**src/rtl/multiplicador_uc_if.sv**
```systemverilog
// Control/handshake bundle between the multiplier control unit, its requester
// and the shift-add datapath it sequences.
interface multiplicador_uc_if #(
    parameter int WIDTH = 8
);
    localparam int CNT_W = $clog2(WIDTH);

    // Requester side
    logic             start;
    logic             abort;
    logic             busy;
    logic             done;
    logic             p_valid;
    logic [2:0]       state_dbg;

    // Datapath status
    logic             qlsb;
    logic             zero;

    // Datapath controls
    logic             a_rst;
    logic             a_en;
    logic             a_ld;
    logic             b_en;
    logic             b_ld;
    logic             q_en;
    logic             q_ld;
    logic             cnt_en;
    logic             cnt_ld;
    logic [CNT_W-1:0] cnt_init;

    // Control unit view: drives every control, reads request and status flags.
    modport master (
        input  start, abort, qlsb, zero,
        output a_rst, a_en, a_ld, b_en, b_ld, q_en, q_ld,
               cnt_en, cnt_ld, cnt_init,
               busy, done, p_valid, state_dbg
    );

    // Environment view: requester plus datapath.
    modport slave (
        output start, abort, qlsb, zero,
        input  a_rst, a_en, a_ld, b_en, b_ld, q_en, q_ld,
               cnt_en, cnt_ld, cnt_init,
               busy, done, p_valid, state_dbg
    );
endinterface

```
**src/rtl/multiplicador_uc.sv**
```systemverilog
// Moore control unit for a shift-add multiplier: INIT loads the datapath,
// then one TEST/(ADD)/SHIFT iteration runs per multiplier bit, then DONE.
module multiplicador_uc #(
    parameter int WIDTH = 8
) (
    input  logic                clk,
    input  logic                rst,
    multiplicador_uc_if.master  bus
);
    localparam int CNT_W = $clog2(WIDTH);

    typedef enum logic [2:0] {
        S_IDLE  = 3'd0,
        S_INIT  = 3'd1,
        S_TEST  = 3'd2,
        S_ADD   = 3'd3,
        S_SHIFT = 3'd4,
        S_DONE  = 3'd5
    } state_t;

    typedef struct packed {
        logic a_rst;
        logic a_en;
        logic a_ld;
        logic b_en;
        logic b_ld;
        logic q_en;
        logic q_ld;
        logic cnt_en;
        logic cnt_ld;
        logic busy;
        logic done;
    } ctrl_t;

    state_t state;
    state_t state_nxt;
    ctrl_t  ctrl;
    logic   p_valid;

    // Moore decode of a state into its control word.
    function automatic ctrl_t decode(input state_t s);
        ctrl_t c;
        c = '0;
        case (s)
            S_INIT:  begin
                c.a_rst = 1'b1;  c.a_en = 1'b1;  c.a_ld = 1'b1;
                c.b_en  = 1'b1;  c.b_ld = 1'b1;
                c.q_en  = 1'b1;  c.q_ld = 1'b1;
                c.cnt_en = 1'b1; c.cnt_ld = 1'b1;
                c.busy  = 1'b1;
            end
            S_TEST:  c.busy = 1'b1;
            S_ADD:   begin c.a_en = 1'b1; c.a_ld = 1'b1; c.busy = 1'b1; end
            S_SHIFT: begin
                c.a_en = 1'b1; c.q_en = 1'b1; c.cnt_en = 1'b1; c.busy = 1'b1;
            end
            S_DONE:  begin c.busy = 1'b1; c.done = 1'b1; end
            default: c = '0;
        endcase
        return c;
    endfunction

    // Next-state selection; abort wins over everything except reset.
    always_comb begin
        // NOTE: default assignment first so no path leaves state_nxt unassigned (no latch).
        state_nxt = S_IDLE;
        case (state)
            S_IDLE:  state_nxt = (bus.start && !bus.abort) ? S_INIT : S_IDLE;
            S_INIT:  state_nxt = bus.abort ? S_IDLE : S_TEST;
            S_TEST:  state_nxt = bus.abort ? S_IDLE : (bus.qlsb ? S_ADD : S_SHIFT);
            S_ADD:   state_nxt = bus.abort ? S_IDLE : S_SHIFT;
            S_SHIFT: state_nxt = bus.abort ? S_IDLE : (bus.zero ? S_DONE : S_TEST);
            S_DONE:  state_nxt = S_IDLE;
            default: state_nxt = S_IDLE;
        endcase
    end

    // State, registered control word (decoded from next state) and product flag.
    always_ff @(posedge clk) begin
        // NOTE: non-blocking assignments so every register samples pre-edge values.
        if (!rst) begin
            state   <= S_IDLE;
            ctrl    <= '0;
            p_valid <= 1'b0;
        end else begin
            state <= state_nxt;
            ctrl  <= decode(state_nxt);
            if (bus.abort)
                p_valid <= 1'b0;
            else if (state == S_DONE)
                p_valid <= 1'b1;
            else if (state_nxt == S_INIT)
                p_valid <= 1'b0;
        end
    end

    assign bus.a_rst     = ctrl.a_rst;
    assign bus.a_en      = ctrl.a_en;
    assign bus.a_ld      = ctrl.a_ld;
    assign bus.b_en      = ctrl.b_en;
    assign bus.b_ld      = ctrl.b_ld;
    assign bus.q_en      = ctrl.q_en;
    assign bus.q_ld      = ctrl.q_ld;
    assign bus.cnt_en    = ctrl.cnt_en;
    assign bus.cnt_ld    = ctrl.cnt_ld;
    assign bus.busy      = ctrl.busy;
    assign bus.done      = ctrl.done;
    assign bus.p_valid   = p_valid;
    assign bus.state_dbg = state;
    assign bus.cnt_init  = CNT_W'(WIDTH - 1);
endmodule

```
**src/flat_wrapper.sv**
```systemverilog
// flat-port wrapper written by rule: the top's interface ports become plain ports
module multiplicador_uc_flat 
#(
    parameter int WIDTH = 8
)
  (clk, rst, bus_start, bus_abort, bus_qlsb, bus_zero, bus_a_rst, bus_a_en, bus_a_ld, bus_b_en, bus_b_ld, bus_q_en, bus_q_ld, bus_cnt_en, bus_cnt_ld, bus_cnt_init, bus_busy, bus_done, bus_p_valid, bus_state_dbg);
  multiplicador_uc_if #(.WIDTH(WIDTH)) bus_i ();
  input  logic clk;
  input  logic rst;
  input wire logic [$bits(bus_i.start)-1:0] bus_start;
  input wire logic [$bits(bus_i.abort)-1:0] bus_abort;
  input wire logic [$bits(bus_i.qlsb)-1:0] bus_qlsb;
  input wire logic [$bits(bus_i.zero)-1:0] bus_zero;
  output wire logic [$bits(bus_i.a_rst)-1:0] bus_a_rst;
  output wire logic [$bits(bus_i.a_en)-1:0] bus_a_en;
  output wire logic [$bits(bus_i.a_ld)-1:0] bus_a_ld;
  output wire logic [$bits(bus_i.b_en)-1:0] bus_b_en;
  output wire logic [$bits(bus_i.b_ld)-1:0] bus_b_ld;
  output wire logic [$bits(bus_i.q_en)-1:0] bus_q_en;
  output wire logic [$bits(bus_i.q_ld)-1:0] bus_q_ld;
  output wire logic [$bits(bus_i.cnt_en)-1:0] bus_cnt_en;
  output wire logic [$bits(bus_i.cnt_ld)-1:0] bus_cnt_ld;
  output wire logic [$bits(bus_i.cnt_init)-1:0] bus_cnt_init;
  output wire logic [$bits(bus_i.busy)-1:0] bus_busy;
  output wire logic [$bits(bus_i.done)-1:0] bus_done;
  output wire logic [$bits(bus_i.p_valid)-1:0] bus_p_valid;
  output wire logic [$bits(bus_i.state_dbg)-1:0] bus_state_dbg;
  assign bus_i.start = bus_start;
  assign bus_i.abort = bus_abort;
  assign bus_i.qlsb = bus_qlsb;
  assign bus_i.zero = bus_zero;
  assign bus_a_rst = bus_i.a_rst;
  assign bus_a_en = bus_i.a_en;
  assign bus_a_ld = bus_i.a_ld;
  assign bus_b_en = bus_i.b_en;
  assign bus_b_ld = bus_i.b_ld;
  assign bus_q_en = bus_i.q_en;
  assign bus_q_ld = bus_i.q_ld;
  assign bus_cnt_en = bus_i.cnt_en;
  assign bus_cnt_ld = bus_i.cnt_ld;
  assign bus_cnt_init = bus_i.cnt_init;
  assign bus_busy = bus_i.busy;
  assign bus_done = bus_i.done;
  assign bus_p_valid = bus_i.p_valid;
  assign bus_state_dbg = bus_i.state_dbg;
  multiplicador_uc #(.WIDTH(WIDTH)) u_core (.clk(clk), .rst(rst), .bus(bus_i));
endmodule
```
**config.mk**
```make
export PLATFORM = sky130hd
export DESIGN_NAME = multiplicador_uc_flat
export DESIGN_NICKNAME = d
export VERILOG_FILES = /design/src/rtl/multiplicador_uc_if.sv /design/src/rtl/multiplicador_uc.sv /design/src/flat_wrapper.sv
export SDC_FILE = /design/constraint.sdc
export NUM_CORES = 1
export LEC_CHECK = 0
export BUFFER_PORTS_ARGS = -buffer_cell sky130_fd_sc_hd__buf_2
export CELL_PAD_IN_SITES_DETAIL_PLACEMENT = 1
export CELL_PAD_IN_SITES_GLOBAL_PLACEMENT = 1
export CORE_MARGIN = 2
export CORE_UTILIZATION = 35
export DETAILED_ROUTE_END_ITERATION = 7
export PLACE_DENSITY = 0.83
export SLEW_MARGIN = 15
export SYNTH_ARGS = -nofsm -noshare
export SYNTH_HDL_FRONTEND = slang
export SYNTH_SLANG_ARGS = --single-unit
export TNS_END_PERCENT = 30
```
**constraint.sdc**
```tcl
create_clock -name clk -period 1.95 [get_ports clk]
set_input_delay 0 -clock clk [delete_from_list [all_inputs] [get_ports clk]]
set_output_delay 0 -clock clk [all_outputs]
set_load 0.05 [all_outputs]
```
## Word level (Yosys, flattened, before mapping)

Index checks and enable logic that the tools add are counted.

| storage, ports and cells | value |
|---|---|
| output and inout bits | 18 |
| logic and storage cells | 47 |
| memory bits (read-only) | 0 |
| memories | 0 |
| input bits | 6 |
| register bits after elaboration | 12 |
| RAM bits | 0 |
| bits in latches | 0 |

| operators by class | value |
|---|---|
| reductions and logical operators | 9 |
| add/subtract/negate cells | 0 |
| bitwise gates (word level) | 1 |
| multiply operators | 0 |
| mux-type cells | 17 |
| eq/ne operators | 10 |
| shift operators | 0 |
| div/mod/pow operators | 0 |
| magnitude comparators | 0 |

Operators by type and width:

| operator | count |
|---|---|
| 3-bit 2-to-1 mux | 5 |
| 3-bit case mux with 5 select lines | 1 |
| 3-bit by 2-bit equality test with 1-bit output (second input constant) | 4 |
| 3-bit equality test (second input constant) | 4 |
| 1-bit 2-to-1 mux | 9 |
| 3-bit by 1-bit equality test with 1-bit output (second input constant) | 2 |
| 2-bit OR reduction | 3 |
| 5-bit OR reduction | 1 |
| 2-bit 2-to-1 mux | 2 |
| 3-bit zero test | 1 |
| 3-bit OR reduction | 1 |
| 2-bit nonzero test | 1 |
| 1-bit logical AND | 1 |
| 1-bit zero test | 1 |
| 1-bit inverter | 1 |

## Depth between registers and ports, before layout

Gate-level depths: netlist of run 1.

| depth | value |
|---|---|
| depth in word-level cells | 7 |
| depth in mapped cells | 4 |
| mapped depth without buffers | 3 |

## Worst setup path after synthesis of run 1

OpenSTA, ideal clock, no wires.

| timing path | value |
|---|---|
| kind | reg2reg |
| from | reg u_core.state[2] (netlist: u_core.bus.state_dbg[2]) |
| to | reg u_core.ctrl (netlist bit u_core.bus.done) |
| path slack | 0.348 ns |
| cell stages (with the launch flop) | 4 |
| data required time | 1.850 ns |
| library setup time | 0.100 ns |
| arrival | 1.503 ns |
| buffers on the path | 0 |
| cell sequence | dfxtp_1 -> nand2_1 -> o32a_4 -> a2111oi_4 |

| on the way | value |
|---|---|
| word-level cells in the longest chain between the ends | 4 |

Ends and longest elaborated chain:

| element | line | text |
|---|---|---|
| start, declared | multiplicador_uc.sv:35 | `state_t state;` |
| start signal, assigned | multiplicador_uc.sv:86 | `state <= state_nxt;` |
| 3-bit equality test (tied with other cells) | multiplicador_uc.sv:67 | `case (state)` |
| 3-bit case mux with 5 select lines (*) | multiplicador_uc.sv:67 |  |
| 3-bit equality test (*) | multiplicador_uc.sv:44 | `case (s)` |
| 1-bit 2-to-1 mux (*) | multiplicador_uc.sv:44 |  |
| end signal, assigned | multiplicador_uc.sv:87 | `ctrl <= decode(state_nxt);` |
| end, declared | multiplicador_uc.sv:37 | `ctrl_t ctrl;` |

Mark *: on every way between the ends. The rest lies on a longest branch, timed or not.
A chain may end at the register's enable or synchronous reset.

## Final worst setup path of run 1

Same ends and word-level chain as after synthesis.

==> summary.txt, run 1 <==
Buf/Inv on CP = 0
Crit. End Element = register
Max Clk Rate = 621 MHz
1st-pass router iterations = 4
RSZ-0062 raised after global routing = false
final setup vio count = 0
vias in the first global route = 438
CTS tree = yes
hpwl dp = 995 microns
R2R setup slack = 0.34 ns
Post-CTS Setup Inserts = 0
# DRC = 0
layout cells sized above 1 = 0.423
synthesized cell area = 558 sq um
Clk Latency, worst-skew pair = 0.27 ns
EDFF count, synth = 0
largest net degree at the start of global routing = 14
post-route setup TNS = 0 ns
worst-path cell chain = nand2_1 -> o32a_4 -> a2111oi_4
#FFs+latches synth = 10
CP Data Required Time = 2.12 ns
Period Utilization, post-route = 0.826
Post-Synth XOR/XNOR Area = 0
most frequent cell after synthesis = dfxtp_1
Top Ports = 24
synth cell count leaders = 10 x dfxtp_1, 8 x buf_4
largest family of logic cells by synthesized area = compound AO/OA/AOI/OAI gates
leak pwr = 0.294 nW
post-layout min period = 1.61 ns
area of the core = 1510 sq um
max incr delay on CP = 0.58 ns
register area share after synthesis = 0.359
Worst VDD drop = 0.209 mV
Worst Path Class, Setup = reg -> reg
final WL = 1360 microns
Simple-Gate Fraction of Synth Area = 0.213
number of cells on the critical path = 3
Die H = 43.9 microns
Root Driver = clkbuf_4
Post-synth ARST share = 0
Util after Layout = 0.428
Fin. Hold Viols = 0
clock buffer count from CTS = 3
grt total ovfl = 0
die area = 1930 sq um
Synth warnings = 0
total power = 0.000516 W
crit-path leading delay family = compound AO/OA/AOI/OAI gates
top cell type's share of synthesized area = 0.359
Starting Density = 0.370
Final Max Tran Viols = 0
Iteration-0 DRC Markers = 12
Power Dens Cells = 800 nW/um^2
Gate Count Post-Synth = 55
FF-to-FF path depth = 3
Die W = 43.9 microns
row count = 14
max_cap viols = 0
Layout Nets = 78
Setup Skew = 0.00824 ns
post-synthesis mux area share = 0.0179
Adder-Cell Fraction of Synth Area = 0
run status = completed
Setup crit start kind = register
Hold Path Depth = 2
clock slew at reported path FFs = 0.08 ns
worst-path cell with the longest stage delay = dfxtp_1
CP Data Arrival Time = 1.78 ns
GPL Wtd Cong = 0.839
H-tree levels = 1
post-synth top area cell = dfxtp_1
Critical Path Sink = u_core.bus.done
first-pass GRT wire length = 2100 microns
area grow syn2layout = 15.5%
initial antenna violation count = 0
maximum clock insertion buffer count = 2
# resized after CTS = 0
Post-CTS Hold Buffers = 1
Top FF cell, synth = dfxtp_1
Synth cell types = 29
HP Class = in -> reg
top fanout value on the critical path = 13
Worst setup startpoint = u_core.bus.state_dbg[2]
Worst R2R Start = u_core.bus.state_dbg[2]
top cells by area, synth = dfxtp_1 36%, buf_4 11%, a2111oi_4 4.9%
Vias = 461
Via density = 5.30
Synth Area in Compound Gates = 0.240
n_diodes = 0
Global Route Usage Sum = 0.153
wire per inst = 15.6 microns
IO buf count = 20
reg2reg end = u_core.bus.done
clk sink count = 10
post-route ant nets = 0
Syn Area/Cell = 10.1 sq um
registers in the layout (all words and copies together), names as in the netlist:
| register | cells |
|---|---|
| u_core.bus.state_dbg | 3 |
| u_core.bus.a_en | 1 |
| u_core.bus.a_ld | 1 |
| u_core.bus.busy | 1 |
| u_core.bus.cnt_en | 1 |
| u_core.bus.done | 1 |
| u_core.bus.p_valid | 1 |
| u_core.bus.q_ld | 1 |
worst min path at each step:
| stage | slack, ns | start | end |
|---|---|---|---|
| final | 0.05 | bus_abort | u_core.bus.q_ld |
| after floorplan | 0.12 | rst | u_core.bus.state_dbg[0] |
| after detailed placement | 0.25 | rst | u_core.bus.state_dbg[0] |
| after global placement | 0.25 | rst | u_core.bus.state_dbg[0] |
| after global routing | 0.05 | bus_abort | u_core.bus.q_ld |
| after CTS | 0.04 | bus_abort | u_core.bus.q_ld |
layout by cell type, fill, tap and decap left out, drive strengths merged, types with 2 or more instances in the layout:
cell type / synthesis / final
nand2b: 3 / 3
nor4: 2 / 2
clkbuf: 0 / 4
nor2: 3 / 3
buf: 11 / 20
conb: 1 / 3
o21a: 3 / 3
nand2: 2 / 2
nor3: 3 / 3
and2b: 2 / 2
dfxtp: 10 / 10
logic make-up after synthesis:
logic type	Yosys count
buffers and inverters	12
and+or+nand+nor	19
DFF	10
AOI/OAI and AO/OA	12
other	1
muxes	1
per-layer routing:
metal,wire length [microns],track usage,part of all wire
met1,577,0.163,0.42
met5,0,0,0
met3,68,0.0292,0.050
met4,27,0.0909,0.020
met2,685,0.274,0.50
cell type report:
type / count / area, sq um
clock buffer: 4 / 36.3
fill: 188 / 862
inverter: 1 / 3.75
multi-input combinational: 35 / 274
sequential: 10 / 200
tap: 16 / 20.0
timing repair buffer: 21 / 110
metrics by stage:
stage | cell area (sq um) | worst slack (ns) | cells | hold WS [ns]
2_1_floorplan | 566 | 0.348 | 57 | 0.118
3_3_place_gp | 598 | 0.481 | 82 | 0.245
3_5_place_dp | 598 | 0.384 | 82 | 0.250
4_1_cts | 644 | 0.363 | 87 | 0.0393
5_1_grt | 644 | 0.246 | 87 | 0.0525
6_report | 644 | 0.340 | 87 | 0.0511
where the power goes:
group | switching, W | internal [W] | total [W]
Clock | 0.0000830 | 0.000113 | 0.000197
Sequential | 0.00000685 | 0.000210 | 0.000217
Combinational | 0.0000766 | 0.0000253 | 0.000102
Total | 0.000167 | 0.000349 | 0.000516
Note: power is estimated with default switching activity, not from simulation.
==> run 2, diff against run 1 <==
- CORE_UTILIZATION: 35 -> 32
- PLACE_DENSITY: 0.83 -> 0.77
- clock period: 1.95 -> 1.6 ns (I/O delays scaled with it)
==> run 2 against run 1 <==
Clock power fell by 8%. Largest cell class unchanged. Combinational power grew 25%. Wire length fell by 7.3%. Sequential cell count unchanged. Highest routed layer unchanged. Core utilization is 4.8 points lower. Non-clock buffer count rose by 1. Largest power group unchanged. Clock-buffer cell count down 1. Via count down 1.7%. Power up 11%. Critical path depth is the same. Critical endpoint unchanged. Die area rose by 8.5%. Critical path type unchanged. Cell count up 1.1%.
==> summary.txt, run 2 (synthesis gave the netlist of run 1 again) <==
run status = completed
hpwl dp = 980 microns (-1.5%)
dpl ws = 0.221 ns (-0.163 ns)
row count = 15 (+1)
Worst Path Class, Setup = reg -> reg
Placed Cells = 84 (+2.4%)
Top Ports = 24 (unchanged)
Final WS setup = 0.199 ns (-0.142 ns)
Global Route Usage Sum = 0.143 (-0.0103)
routed wire length on met2 = 607 microns (-11%)
H-tree levels = 1 (unchanged)
maximum clock insertion buffer count = 2 (unchanged)
clk sink count = 10 (unchanged)
Post-CTS Setup Inserts = 0 (unchanged)
post-route ant nets = 0 (unchanged)
initial antenna violation count = 0 (unchanged)
layout cells sized above 1 = 0.437 (+0.0141)
top fanout value on the critical path = 13 (unchanged)
Iteration-0 DRC Markers = 0 (-12)
first-pass GRT wire length = 2070 microns (-1.6%)
n_diodes = 0 (unchanged)
cell area after layout = 641 sq um (-0.58%)
DP Area = 608 sq um (+1.7%)
Final Max Tran Viols = 0 (unchanged)
RSZ-0062 raised after global routing = false
post-route setup TNS = 0 ns (unchanged)
CP Data Arrival Time = 1.58 ns (-0.20 ns)
final setup vio count = 0 (unchanged)
CTS tree = yes
M1 WL = 558 microns (-3.3%)
R2R setup slack = 0.20 ns (-0.14 ns)
GPL Wtd Cong = 0.721 (-14%)
fill count = 210 (+12%)
Fin. Hold Viols = 0 (unchanged)
total power = 0.000570 W (+11%)
HP Class = in -> reg
leak pwr = 0.293 nW (-0.46%)
vias in the first global route = 431 (-1.6%)
commonest cells after routing, fill and taps aside = 20 x buf_2, 9 x dfxtp_1
Clk Latency, worst-skew pair = 0.27 ns (about the same)
Via density = 5.15 (-2.9%)
max incr delay on CP = 0.59 ns (about the same)
grt total ovfl = 0 (unchanged)
area of the core = 1690 sq um (+12%)
Root Driver = clkbuf_4
Die H = 45.8 microns (+4.2%)
worst-path cell with the longest stage delay = dfxtp_1
max_cap viols = 0 (unchanged)
die area = 2090 sq um (+8.5%)
Setup Skew = 0.00938 ns (+0.00114 ns)
wire per inst = 14.3 microns (-8.3%)
Die W = 45.8 microns (+4.2%)
clock slew at reported path FFs = 0.07 ns (about the same)
Starting Density = 0.330 (-0.0401)
Layout Nets = 79 (+1.3%)
Worst VDD drop = 0.395 mV (+89%)
Max Used Layer = met4
most common library cell in the layout ignoring fill and taps = buf_2
worst-path cell chain = nand2b_1 -> o32a_4 -> a2111oi_4
Power Dens Cells = 890 nW/um^2 (+11%)
Crit. End Element = register
Vias = 453 (-1.7%)
# DRC = 0 (unchanged)
1st-pass router iterations = 1 (-3)
Met3 Wirelength = 40 microns (-41%)
Final Non-Filler Cells = 88 (+1.1%)
area grow syn2layout = 14.8%
Setup crit start kind = register
clock buffer count from CTS = 3 (unchanged)
CP Data Required Time = 1.78 ns (-0.34 ns)
Max Clk Rate = 714 MHz (+15%)
post-layout min period = 1.40 ns (-0.208 ns)
final WL = 1260 microns (-7.3%)
IO buf count = 20 (unchanged)
max reg flops = 3 (unchanged)
largest net degree at the start of global routing = 14 (unchanged)
Period Utilization, post-route = 0.876 (+0.0504)
==> run 2: critical path: cells and delay by family (launching register included) <==
family	cells	cell delay (ns)
flip-flops	1	0.59
AO/OA/AOI/OAI	2	0.56
AND/OR/NAND/NOR	1	0.16
==> run 2: per-stage QoR <==
step                      hold WS (ns)   util
after global placement           0.250  0.360
after floorplan                  0.118      -
after CTS                       0.0585  0.379
final                           0.0541  0.379
after detailed placement         0.252  0.360
after global routing            0.0659  0.379
==> run 2: layout make-up <==
class / count / area, sq um / area share
Tap cell: 17 / 21.3 / 0.0332
Inverter: 1 / 3.75 / 0.00586
Multi-Input combinational cell: 35 / 274 / 0.428
Clock buffer: 3 / 22.5 / 0.0352
Timing Repair Buffer: 22 / 118 / 0.184
Sequential cell: 10 / 201 / 0.314
==> run 2: final timing paths <==
path	depth (start not counted)	endpoint	start
setup / recovery	3	u_core.bus.done	u_core.bus.state_dbg[1]
hold / removal	2	u_core.bus.q_ld	bus_abort
setup reg to reg	3	u_core.bus.done	u_core.bus.state_dbg[1]
hold reg to reg	2	u_core.bus.p_valid	u_core.bus.p_valid
==> run 2: repair_timing <==
| item | CTS | global route |
|---|---|---|
| hold buffers | 1 | 0 |
| gates resized for setup | 0 | 0 |
| hold endpoints to repair | 2 | 0 |
==> run 2: report_power, final <==
part	switching, W	internal [W]
registers	0.00000657	0.000256
clock network	0.0000934	0.0000871
logic	0.0000945	0.0000322
==> run 2: metal layers <==
layer  GRT usage  vias up
met5           0        -
met4       0.120        0
li1            -      216
met1       0.158      217
met3      0.0278        6
met2       0.231       14
==> run 3, diff against run 2 <==
- ABC_AREA: default -> 1
- CORE_UTILIZATION: 32 -> 29
- PLACE_DENSITY: 0.77 -> 0.76
==> run 3 against run 2 <==
Cell count increased by 1.1%. Clock-buffer cell count increased by 1. Power increased by 7.7%. Synthesized area decreased by 15%. Clock power increased by 29%. Core utilization increased by 1.4 points. Wire length decreased by 21%. Global-route usage decreased by 1.9 points. Non-clock buffer count unchanged. Combinational power decreased by 7%. Largest cell class is now flip-flops and latches.
==> summary.txt, run 3 <==
Synth cell types = 18 (-38%)
Period Utilization, post-route = 0.687 (-0.189)
Layout Nets = 80 (+1.3%)
Synth Area in Compound Gates = 0.0842 (-0.156)
initial antenna violation count = 0 (unchanged)
Top FF cell, synth = dfxtp_1
reg2reg end = u_core.bus.busy
Synth warnings = 0 (unchanged)
# resized after CTS = 0 (unchanged)
Syn Area/Cell = 8.97 sq um (-12%)
IO buf count = 20 (unchanged)
post-route setup TNS = 0 ns (unchanged)
1st-pass router iterations = 2 (+1)
hpwl dp = 809 microns (-17%)
Vias = 402 (-11%)
area grow syn2layout = 26.1%
post-layout min period = 1.10 ns (-0.302 ns)
Power Dens Cells = 1020 nW/um^2 (+15%)
Sequential cell area = 200 sq um (-0.62%)
Starting Density = 0.312 (-0.0184)
Post-Synth XOR/XNOR Area = 0 (unchanged)
Sw Ratio = 0.312 (-0.0291)
clk sink count = 10 (unchanged)
FF-to-FF path depth = 5 (+2)
Adder-Cell Fraction of Synth Area = 0 (unchanged)
Worst Path Class, Setup = reg -> reg
post-synthesis mux area share = 0 (-0.0179)
post-route ant nets = 0 (unchanged)
largest net degree at the start of global routing = 8 (-6)
run status = completed
Gate Count Post-Synth = 53 (-3.6%)
Hold Path Depth = 3 (+1)
clock buffer count from CTS = 3 (unchanged)
final WL = 996 microns (-21%)
Hold Path Sink = u_core.bus.q_ld
maximum clock insertion buffer count = 2 (unchanged)
Root Driver = clkbuf_4
layout cells sized above 1 = 0.507 (+0.0702)
Net Switching = 0.000192 W (-1.5%)
die area = 1980 sq um (-5.5%)
max_cap viols = 0 (unchanged)
post-synth top area cell = dfxtp_1
P_int = 0.000422 W (+12%)
max reg flops = 3 (unchanged)
vias in the first global route = 391 (-9.3%)
row count = 14 (-1)
Die W = 44.5 microns (-2.8%)
fill count = 192 (-8.6%)
Max Clk Rate = 910 MHz (+27%)
Hold Path Origin = bus_start
Via density = 4.52 (-12%)
grt total ovfl = 0 (unchanged)
Worst VDD drop = 0.578 mV (+46%)
n_diodes = 0 (unchanged)
first-pass GRT wire length = 1730 microns (-17%)
multi-input logic area = 196 sq um (-28%)
Die H = 44.5 microns (-2.8%)
HP Class = in -> reg
EDFF count, synth = 0 (unchanged)
area of the core = 1520 sq um (-9.8%)
Setup crit start kind = register
register area share after synthesis = 0.421 (+0.0623)
Post-CTS Setup Inserts = 0 (unchanged)
Setup Skew = 0.00315 ns (-0.00623 ns)
GPL Wtd Cong = 0.787 (+9.1%)
final setup vio count = 0 (unchanged)
dpl ws = 0.516 ns (+0.295 ns)
CP Data Required Time = 1.76 ns (-0.02 ns)
leak pwr = 0.324 nW (+11%)
# DRC = 0 (unchanged)
worst-path cell with the longest stage delay = dfxtp_1
RSZ-0062 raised after global routing = false
max incr delay on CP = 0.49 ns (-0.10 ns)
top cell type's share of synthesized area = 0.421 (+0.0623)
most common library cell in the layout ignoring fill and taps = buf_2
sequential power share = 0.429 (-0.032)
combinational fraction of design power = 0.193 (-0.029)
top cells by area, synth = dfxtp_1 42%, buf_4 13%, nand3_2 8.4%
largest family of logic cells by synthesized area = simple AND/OR/NAND/NOR gates
CP Data Arrival Time = 1.26 ns (-0.32 ns)
Clock Power Share = 0.379 (+0.062)
H-tree levels = 1 (unchanged)
most frequent cell after synthesis = dfxtp_1
Final WS setup = 0.501 ns (+0.302 ns)
Worst R2R Start = u_core.bus.state_dbg[0]
worst-path cell chain = nor2_4 -> nand3_1 -> nand3_2 -> nor2_1 -> a21oi_2
clock slew at reported path FFs = 0.07 ns (about the same)
Top Ports = 24 (unchanged)
synth cell count leaders = 10 x dfxtp_1, 8 x buf_4, 7 x nor2_1
Simple-Gate Fraction of Synth Area = 0.305 (+0.0923)
commonest cells after routing, fill and taps aside = 20 x buf_2, 10 x dfxtp_1, 7 x nor2_1
CTS tree = yes
R2R setup slack = 0.50 ns (+0.30 ns)
Clk Latency, worst-skew pair = 0.27 ns (about the same)
wire per inst = 11.2 microns (-22%)
#FFs+latches synth = 10 (unchanged)
Global Route Usage Sum = 0.123 (-0.0193)
Iteration-0 DRC Markers = 3 (+3)
Final Max Tran Viols = 0 (unchanged)
Post-synth ARST share = 0 (unchanged)
Crit. End Element = register
synthesized cell area = 475 sq um (-15%)
top fanout value on the critical path = 6 (-7)
Fin. Hold Viols = 0 (unchanged)
run 3: cell count changes after synthesis, sizes merged, moves of 3 or more:
| cell | previous run | this run |
|---|---|---|
| o21a | 3 | 0 |
| buf | 11 | 8 |
| nand3 | 0 | 8 |
| nor2 | 3 | 10 |
| inv | 1 | 7 |
| nand2b | 3 | 0 |
| nor3 | 3 | 0 |
run 3: what timing repair did:
item                       4_1_cts  5_1_grt
hold endpoints to repair         3        0
hold buffers                     2        0
setup endpoints to repair        0        0
run 3: power groups by stage:
stage | registers [W] | clock network (W) | logic [W]
4_1_cts | 0.000263 | 0.000239 | 0.000119
3_3_place_gp | 0.000268 | 0 | 0.000114
3_5_place_dp | 0.000269 | 0 | 0.000115
5_1_grt | 0.000264 | 0.000253 | 0.000126
2_1_floorplan | 0.000297 | 0 | 0.0000726
6_report | 0.000263 | 0.000233 | 0.000118
run 3: layout make-up:
class | count | area share
sequential | 10 | 0.334
timing repair buffer | 22 | 0.200
clock buffer | 4 | 0.0605
multi-input combinational | 30 | 0.328
tap | 16 | 0.0334
inverter | 7 | 0.0438
run 3: worst max path at each step:
| stage | from | end | slack (ns) | depth (start not counted) |
|---|---|---|---|---|
| 2_1_floorplan | u_core.bus.state_dbg[0] | u_core.bus.busy | 0.26 | 5 |
| 3_3_place_gp | u_core.bus.state_dbg[2] | u_core.bus.busy | 0.56 | 5 |
| 3_5_place_dp | u_core.bus.state_dbg[0] | u_core.bus.busy | 0.52 | 5 |
| 4_1_cts | u_core.bus.state_dbg[0] | u_core.bus.busy | 0.50 | 5 |
| 5_1_grt | u_core.bus.state_dbg[1] | u_core.bus.busy | 0.37 | 5 |
| 6_report | u_core.bus.state_dbg[0] | u_core.bus.busy | 0.50 | 5 |
run 3: cells by family (layout without fill, tap and decap cells):
kind of cell           after synthesis  in the layout
AND/OR/NAND/NOR                     22             22
buffers and inverters               15             33
AO/OA/AOI/OAI                        5              5
other                                1              3
flip-flops                          10             10
run 3: layer usage:
metal / global-route usage / vias up / wire length [microns] / part of all wire
met5: 0 / - / 0 / 0
met2: 0.209 / 22 / 487 / 0.49
met4: 0.0545 / 0 / 20 / 0.020
met1: 0.134 / 183 / 398 / 0.40
met3: 0.0490 / 2 / 89 / 0.089
li1: - / 195 / - / -
run 3: metrics by stage:
stage	util	total power [W]	instances	hold slack, ns	instance area (sq um)
global placement	0.356	0.000382	83	0.238	543
CTS	0.393	0.000621	89	0.0154	599
detailed placement	0.356	0.000384	83	0.238	543
global route	0.393	0.000644	89	0.0292	599
finish	0.393	0.000614	89	0.0199	599
floorplan	-	0.000369	55	0.0785	483
run 3: worst max-delay path, delay by kind of cell, from the launching register on:
kind	cells	cell delay, ns
compound gates	1	0.06
flops	1	0.49
simple gates	4	0.44
